===== config.mk =====
export PLATFORM = sky130hd
export DESIGN_NAME = mesi_snoop_responder
export DESIGN_NICKNAME = d
export VERILOG_FILES = /design/src/rtl/mesi_snoop_responder.sv
export SDC_FILE = /design/constraint.sdc
export NUM_CORES = 1
export LEC_CHECK = 0
export CORE_ASPECT_RATIO = 1.4
export CORE_MARGIN = 1.5
export CORE_UTILIZATION = 55
export DETAILED_ROUTE_END_ITERATION = 8
export GPL_TIMING_DRIVEN = 0
export PLACE_DENSITY = 0.87
export SKIP_CTS_REPAIR_TIMING = 1
export SLEW_MARGIN = 20
export SYNTH_ARGS = -nofsm -noshare
export SYNTH_HDL_FRONTEND = slang
export SYNTH_SLANG_ARGS = --single-unit

===== constraint.sdc =====
create_clock -name clk_i -period 16.2 [get_ports clk_i]
set_clock_uncertainty 0.15 [all_clocks]
set_input_delay 3.24 -clock clk_i [delete_from_list [all_inputs] [get_ports clk_i]]
set_output_delay 3.24 -clock clk_i [all_outputs]
set_load 0.005 [all_outputs]

===== src/rtl/mesi_snoop_responder.sv =====
// Snoop-side MESI responder for one core: looks up the snooped line, flushes a
// Modified line as a word burst, writes the new state, then answers the snoop.
module mesi_snoop_responder #(
    parameter int CACHE_LINES    = 64,
    parameter int WORDS_PER_LINE = 4
) (
    input  logic                                clk_i,
    input  logic                                reset_i,
    input  logic                                snp_valid_i,
    output logic                                snp_ready_o,
    input  logic [31:0]                         snp_addr_i,
    input  logic [1:0]                          snp_op_i,
    output logic                                arr_rd_en_o,
    output logic [$clog2(CACHE_LINES)-1:0]      arr_index_o,
    output logic [1:0]                          arr_word_sel_o,
    input  logic [27-$clog2(CACHE_LINES):0]     arr_tag_i,
    input  logic [1:0]                          arr_state_i,
    input  logic [31:0]                         arr_word_i,
    output logic                                arr_st_we_o,
    output logic [1:0]                          arr_st_value_o,
    output logic                                flush_valid_o,
    input  logic                                flush_ready_i,
    output logic [31:0]                         flush_data_o,
    output logic                                flush_last_o,
    output logic                                resp_valid_o,
    input  logic                                resp_ready_i,
    output logic                                resp_hit_o,
    output logic                                resp_shared_o,
    output logic                                resp_dirty_o,
    output logic                                resp_err_o,
    output logic                                busy_o
);
    localparam int IDX_W = $clog2(CACHE_LINES);
    localparam int TAG_W = 28 - IDX_W;
    localparam int CNT_W = $clog2(WORDS_PER_LINE + 1);
    localparam int WSEL_W = $clog2(WORDS_PER_LINE);
    localparam logic [CNT_W-1:0] FETCH_END = CNT_W'(WORDS_PER_LINE);
    localparam logic [CNT_W-1:0] LAST_WORD = CNT_W'(WORDS_PER_LINE - 1);

    localparam logic [2:0] S_IDLE   = 3'd0;
    localparam logic [2:0] S_LOOKUP = 3'd1;
    localparam logic [2:0] S_CHECK  = 3'd2;
    localparam logic [2:0] S_FETCH  = 3'd3;
    localparam logic [2:0] S_FLUSH  = 3'd4;
    localparam logic [2:0] S_UPDATE = 3'd5;
    localparam logic [2:0] S_RESP   = 3'd6;

    localparam logic [1:0] MESI_M = 2'b00;
    localparam logic [1:0] MESI_S = 2'b10;
    localparam logic [1:0] MESI_I = 2'b11;

    localparam logic [1:0] OP_RD   = 2'b00;
    localparam logic [1:0] OP_RDX  = 2'b01;
    localparam logic [1:0] OP_RSVD = 2'b11;

    logic [2:0]        state_q, state_d;
    logic [TAG_W-1:0]  tag_q, tag_d;
    logic [IDX_W-1:0]  idx_q, idx_d;
    logic [1:0]        op_q, op_d;
    logic [CNT_W-1:0]  cnt_q, cnt_d;
    logic [1:0]        new_st_q, new_st_d;
    logic              hit_q, hit_d;
    logic              shared_q, shared_d;
    logic              dirty_q, dirty_d;
    logic              err_q, err_d;
    logic [31:0]       line_buf_q [WORDS_PER_LINE];
    logic [WORDS_PER_LINE-1:0] buf_we;
    logic              lookup_hit;
    logic              unused_addr_bits;

    assign unused_addr_bits = ^snp_addr_i[3:0];
    assign lookup_hit = (arr_state_i != MESI_I) && (arr_tag_i == tag_q);

    always_comb begin
        state_d  = state_q;
        tag_d    = tag_q;
        idx_d    = idx_q;
        op_d     = op_q;
        cnt_d    = cnt_q;
        new_st_d = new_st_q;
        hit_d    = hit_q;
        shared_d = shared_q;
        dirty_d  = dirty_q;
        err_d    = err_q;
        case (state_q)
            S_IDLE: begin
                if (snp_valid_i) begin
                    tag_d   = snp_addr_i[31:4+IDX_W];
                    idx_d   = snp_addr_i[4 +: IDX_W];
                    op_d    = snp_op_i;
                    state_d = S_LOOKUP;
                end
            end
            S_LOOKUP: state_d = S_CHECK;
            S_CHECK: begin
                hit_d    = lookup_hit;
                shared_d = 1'b0;
                dirty_d  = 1'b0;
                err_d    = 1'b0;
                new_st_d = arr_state_i;
                cnt_d    = '0;
                if (op_q == OP_RSVD) begin
                    err_d = 1'b1;
                end else if (lookup_hit) begin
                    case (op_q)
                        OP_RD: begin
                            new_st_d = MESI_S;
                            shared_d = 1'b1;
                            dirty_d  = (arr_state_i == MESI_M);
                        end
                        OP_RDX: begin
                            new_st_d = MESI_I;
                            dirty_d  = (arr_state_i == MESI_M);
                        end
                        default: begin
                            // BusUpgr is only legal against a Shared copy
                            if (arr_state_i == MESI_S) new_st_d = MESI_I;
                            else                       err_d    = 1'b1;
                        end
                    endcase
                end
                if (dirty_d)                       state_d = S_FETCH;
                else if (new_st_d != arr_state_i)  state_d = S_UPDATE;
                else                               state_d = S_RESP;
            end
            S_FETCH: begin
                // Reads issue on counts 0..N-1; each word lands one count later
                if (cnt_q == FETCH_END) begin
                    cnt_d   = '0;
                    state_d = S_FLUSH;
                end else begin
                    cnt_d = cnt_q + 1'b1;
                end
            end
            S_FLUSH: begin
                if (flush_ready_i) begin
                    if (cnt_q == LAST_WORD) begin
                        cnt_d   = '0;
                        state_d = S_UPDATE;
                    end else begin
                        cnt_d = cnt_q + 1'b1;
                    end
                end
            end
            S_UPDATE: state_d = S_RESP;
            S_RESP: begin
                if (resp_ready_i) begin
                    hit_d    = 1'b0;
                    shared_d = 1'b0;
                    dirty_d  = 1'b0;
                    err_d    = 1'b0;
                    state_d  = S_IDLE;
                end
            end
            default: state_d = S_IDLE;
        endcase
    end

    always_ff @(posedge clk_i or posedge reset_i) begin
        if (reset_i) begin
            state_q  <= S_IDLE;
            tag_q    <= '0;
            idx_q    <= '0;
            op_q     <= '0;
            cnt_q    <= '0;
            new_st_q <= '0;
            hit_q    <= 1'b0;
            shared_q <= 1'b0;
            dirty_q  <= 1'b0;
            err_q    <= 1'b0;
        end else begin
            state_q  <= state_d;
            tag_q    <= tag_d;
            idx_q    <= idx_d;
            op_q     <= op_d;
            cnt_q    <= cnt_d;
            new_st_q <= new_st_d;
            hit_q    <= hit_d;
            shared_q <= shared_d;
            dirty_q  <= dirty_d;
            err_q    <= err_d;
        end
    end

    for (genvar gi = 0; gi < WORDS_PER_LINE; gi++) begin : g_line_buf
        assign buf_we[gi] = (state_q == S_FETCH) && (cnt_q == CNT_W'(gi + 1));

        always_ff @(posedge clk_i or posedge reset_i) begin
            if (reset_i)         line_buf_q[gi] <= '0;
            else if (buf_we[gi]) line_buf_q[gi] <= arr_word_i;
        end
    end

    assign snp_ready_o    = (state_q == S_IDLE);
    assign busy_o         = (state_q != S_IDLE);
    assign arr_rd_en_o    = (state_q == S_LOOKUP) ||
                            ((state_q == S_FETCH) && (cnt_q != FETCH_END));
    assign arr_index_o    = idx_q;
    assign arr_word_sel_o = (state_q == S_FETCH) ? cnt_q[1:0] : 2'b00;
    assign arr_st_we_o    = (state_q == S_UPDATE);
    assign arr_st_value_o = new_st_q;
    assign flush_valid_o  = (state_q == S_FLUSH);
    assign flush_data_o   = line_buf_q[cnt_q[WSEL_W-1:0]];
    assign flush_last_o   = (state_q == S_FLUSH) && (cnt_q == LAST_WORD);
    assign resp_valid_o   = (state_q == S_RESP);
    assign resp_hit_o     = (state_q == S_RESP) && hit_q;
    assign resp_shared_o  = (state_q == S_RESP) && shared_q;
    assign resp_dirty_o   = (state_q == S_RESP) && dirty_q;
    assign resp_err_o     = (state_q == S_RESP) && err_q;

endmodule

* Word level (Yosys, flattened, before mapping)
Index checks and enable logic that the tools add are counted.
** Storage, ports and cells
- Register bits after elaboration :: 170
- Input bits :: 95
- Output and inout port bits :: 53
** Operators by class
- $lt $le $gt $ge :: 1
- $add $sub $neg :: 1
- Reductions and logical operators :: 23
- Muxes and demuxes :: 37
- Equal/unequal tests :: 22
- Bitwise gates (word level) :: 1
** Operators with widths (count)
- 32-bit binary-select mux with 2-bit select :: 1
- 32-bit 2-to-1 mux :: 2
- 3-bit 2-to-1 mux :: 9
- 22-bit equality test :: 1
- 3-bit case mux with 7 select lines :: 1
- 3-bit by 2-bit equality test with 1-bit output, second input constant :: 4
- 3-bit equality test, second input constant :: 4
- 1-bit 2-to-1 mux :: 12
- 2-bit 2-to-1 mux :: 6
- 1-bit logical AND :: 11
- 3-bit case mux with 3 select lines :: 1
- 1-bit case mux with 2 select lines :: 4
- 3-bit by 1-bit equality test with 1-bit output, second input constant :: 2
- 2-bit by 1-bit inequality test with 1-bit output, second input constant :: 3
- 2-bit inequality test, second input constant :: 3
- 2-bit AND reduction :: 3
- 3-bit nonzero test :: 2
- 5-bit AND reduction :: 1
- 2-bit equality test, second input constant :: 2
- 2-bit logical NOT :: 2
- 2-bit case mux with 2 select lines :: 1
- 3-bit by 1-bit adder with 3-bit output, second input constant :: 1
- 3-bit greater-or-equal comparator, second input constant :: 1
- 3-bit logical NOT :: 1
- 7 further kinds :: 7

* Longest topological paths before layout
- Word-level depth :: 10
- Gate-level depth with buffers :: 8
- Mapped depth without buffers :: 7

* Worst setup path after synthesis
Ideal clock, no wire load.
- Kind :: reg2out
- Start :: register cnt_q[0]
- End :: output port flush_data_o[10]
- Path slack :: 11.408 ns
- Arrival :: 1.402 ns
- Cell stages (with the launch flop) :: 4
- Required time :: 12.810 ns
- Cell sequence :: dfrtp_1 -> buf_2 -> buf_2 -> mux4_2
** On the way
- Longest elaborated chain between the ends :: 4
** Ends and longest elaborated chain
- from (decl) :: line 60 : logic [CNT_W-1:0] cnt_q, cnt_d;
- from (signal assigned) :: line 176 : cnt_q <= cnt_d;
- 2-bit NOT with 3-bit output (implied by the code) :: line 203 : assign flush_data_o = line_buf_q[cnt_q[WSEL_W-1:0]];
- 32-bit binary-select mux with 2-bit select :: line 203
- 32-bit 2-to-1 mux (implied by the code) (2 in a row) :: line 203
- to (decl) :: line 23 : output logic [31:0] flush_data_o,
No other way between the ends. The select of a mux whose other input is x is not followed.

* Worst setup path in the final report
- Start :: register cnt_q[1]
- End :: output port flush_data_o[1]
Same word-level chain as after synthesis.

==> flow_summary.ini <==
[power]
powerDensity_nw_per_um2 = 158.8
p_leak_nw = 4.621
ir_drop_mv = 0.08614

[placed_design]
dp_hpwl_um = 12180
preCtsSetupSlack_ns = 10.69
gp_congestion = 0.8946
port_buffers = 142

[detailed_routing]
routed_via_density = 5.613
post_drt_wl_per_cell_um = 19.52
drc = 0
ant_nets = 0
drt_wl_total_um = 17390
dr.first_iter.drc_count = 157
vias = 5001
dr.pass1.iters = 4

[logic_synthesis]
netlist_instances = 527
synthTopCellsByArea = dfrtp_1 52%, mux2_4 11%, mux2_2 9.5%
syn_avg_cell_area_um2 = 15.44
ys_async_sr_fraction = 1.000
syn_nets = 628
netlist_area_um2 = 8139
synth_top_area_share = 0.5227
synth-seq-cells = 170
synth_common_cells = 170 x dfrtp_1, 69 x mux2_2, 60 x mux2_4
synth_most_common_cell = dfrtp_1
yosysWarningCount = 0
synth_ff_type = dfrtp_1
ys_seq_area_frac = 0.5227
synth-edff-count = 0
synthDistinctLibCells = 52
synth_top_area_cell = dfrtp_1

[clocking]
numCtsBuffers = 17
clk_latency_ns = 0.43
cts_sinks = 170
clock_path_buffers = 2
path_clk_slew_ns = 0.06
cts_tree = built
htreeDepth = 4
cts_root_buffer = clkbuf_16

[sta]
finalSetupViolations = 0
fin_setup_tns_ns = 0
finalHoldViolCount = 0
period_share = 0.3686
setup_ws_ns = 10.23
worstMarginPinSlew_ns = 0.6976
layout_min_cycle_time_ns = 5.971
relSlewSlack = 0.5350
fmax_ghz = 0.1675
rsz0062_at_grt = no
slew_viol_final = 0

[global_routing]
grt_start_max_net_pins = 96
grtUsageTotal = 0.2422
antenna_found_initial = 0
grt_pass1_vias = 5706
grt-ovfl-total = 0
grt_pass1_wl_um = 29080

[setup_path]
critPathLaunchType = register
worstPathMaxFanout = 10
critPathKind = reg -> out
worst_ep_required_time_ns = 12.81
cp-end-kind = output pin
cp.arrival_ns = 2.58

[run]
cap_violations = 0

[floorplan]
fp.dieW_um = 105.8
die_y_um = 146.9
fp-row-count = 52
ios = 148
dieArea_um2 = 15550
initial_core_util = 0.5635
core_area_um2 = 14440

[worst_hold_path]
hold_path_class = reg -> reg

[finish]
syn2layout_area_growth_pct = 28.36
regArea_um2 = 4254
nets = 790
multi_input_area_um2 = 3606
fillCellCount = 924
drive_gt1_frac = 0.3224

[status]
status = complete, no violations
==> area by class of cell <==
cell class | count | area share
flip-flops and latches | 170 | 0.4072
multi-input cells | 314 | 0.3452
repair buffers | 143 | 0.1387
clock buffers | 23 | 0.04575
well taps | 189 | 0.02263
plain buffers | 31 | 0.02240
clock inverters | 8 | 0.01293
inverters | 12 | 0.005030
diodes | 1 | 0.0002395
==> layer usage <==
layer  up-vias  share of wire  track usage
met2       146           0.54       0.4266
met1      2577           0.39       0.2846
met5         -              0            0
met4         0          0.023       0.1000
li1       2249              -            -
met3        29          0.046      0.05457
==> worst max-delay path, cell delays in order, from the launching register on <==
cell	delay [ns]
dfrtp_1	0.38
clkbuf_1	0.30
clkbuf_1	0.58
mux4_2	0.44
clkdlybuf4s50_1	0.46
==> power by group <==
part | switching [mW] | internal [mW]
combinational | 0.228 | 0.406
clock | 0.169 | 0.256
sequential | 0.0661 | 0.533
total | 0.463 | 1.20
==> sequential cells by signal, summed over array words and instances, names as in the netlist <==
register and cells:
arr_index_o 6, tag_q 22, dirty_q 1, hit_q 1
err_q 1, op_q 2, arr_st_value_o 2, line_buf_q 128
shared_q 1, state_q 3, cnt_q 3
==> stage by stage <==
step	power, mW	hold slack (ns)	utilization	instance area [um^2]	std cells
final	1.659	0.3338	0.7233	10450	891
after floorplan	0.9721	0.2908	-	8139	527
after CTS	1.673	0.3407	0.7231	10450	890
after detailed placement	1.243	0.3274	0.6807	9832	859
after global routing	1.746	0.3585	0.7231	10450	890
after global placement	1.216	0.3185	0.6783	9797	858
==> kinds of logic after synthesis <==
family          Yosys count  synth area share
fa+ha+maj                 6          0.009223
simple gates             65           0.04966
xor+xnor                 22           0.02367
flops                   170            0.5227
mux                     188            0.3321
buf+inv                  43           0.03428
compound gates           33           0.02844
==> worst paths after layout <==
path                           startpoint              end  slack, ns  depth (start not counted)
max in group asynchronous         reset_i   line_buf_q[97]      11.92                          3
max reg2reg                      cnt_q[0]   line_buf_q[11]      13.92                          7
min reg2reg                arr_index_o[0]   arr_index_o[0]       0.33                          1
max                              cnt_q[1]  flush_data_o[1]      10.23                          4
min                        arr_index_o[0]   arr_index_o[0]       0.33                          1
min in group asynchronous         reset_i  line_buf_q[125]       3.11                          2
==> cells in the final DEF (no fill, tap or decap), types with 5 or more instances in the layout <==
cell / count
dfrtp_1: 170
clkdlybuf4s50_1: 142
mux2_2: 69
mux2_4: 60
mux4_2: 32
mux2_1: 27
xnor2_1: 22
nand2_1: 20
clkbuf_16: 17
clkbuf_1: 11
buf_6: 9
inv_1: 9
nor2_1: 8
buf_2: 7
o21ai_0: 7
and2_1: 6
ha_1: 6
buf_4: 5
and3_1: 5
nand4_1: 5
No activity file was read; power rests on OpenSTA's default activity.
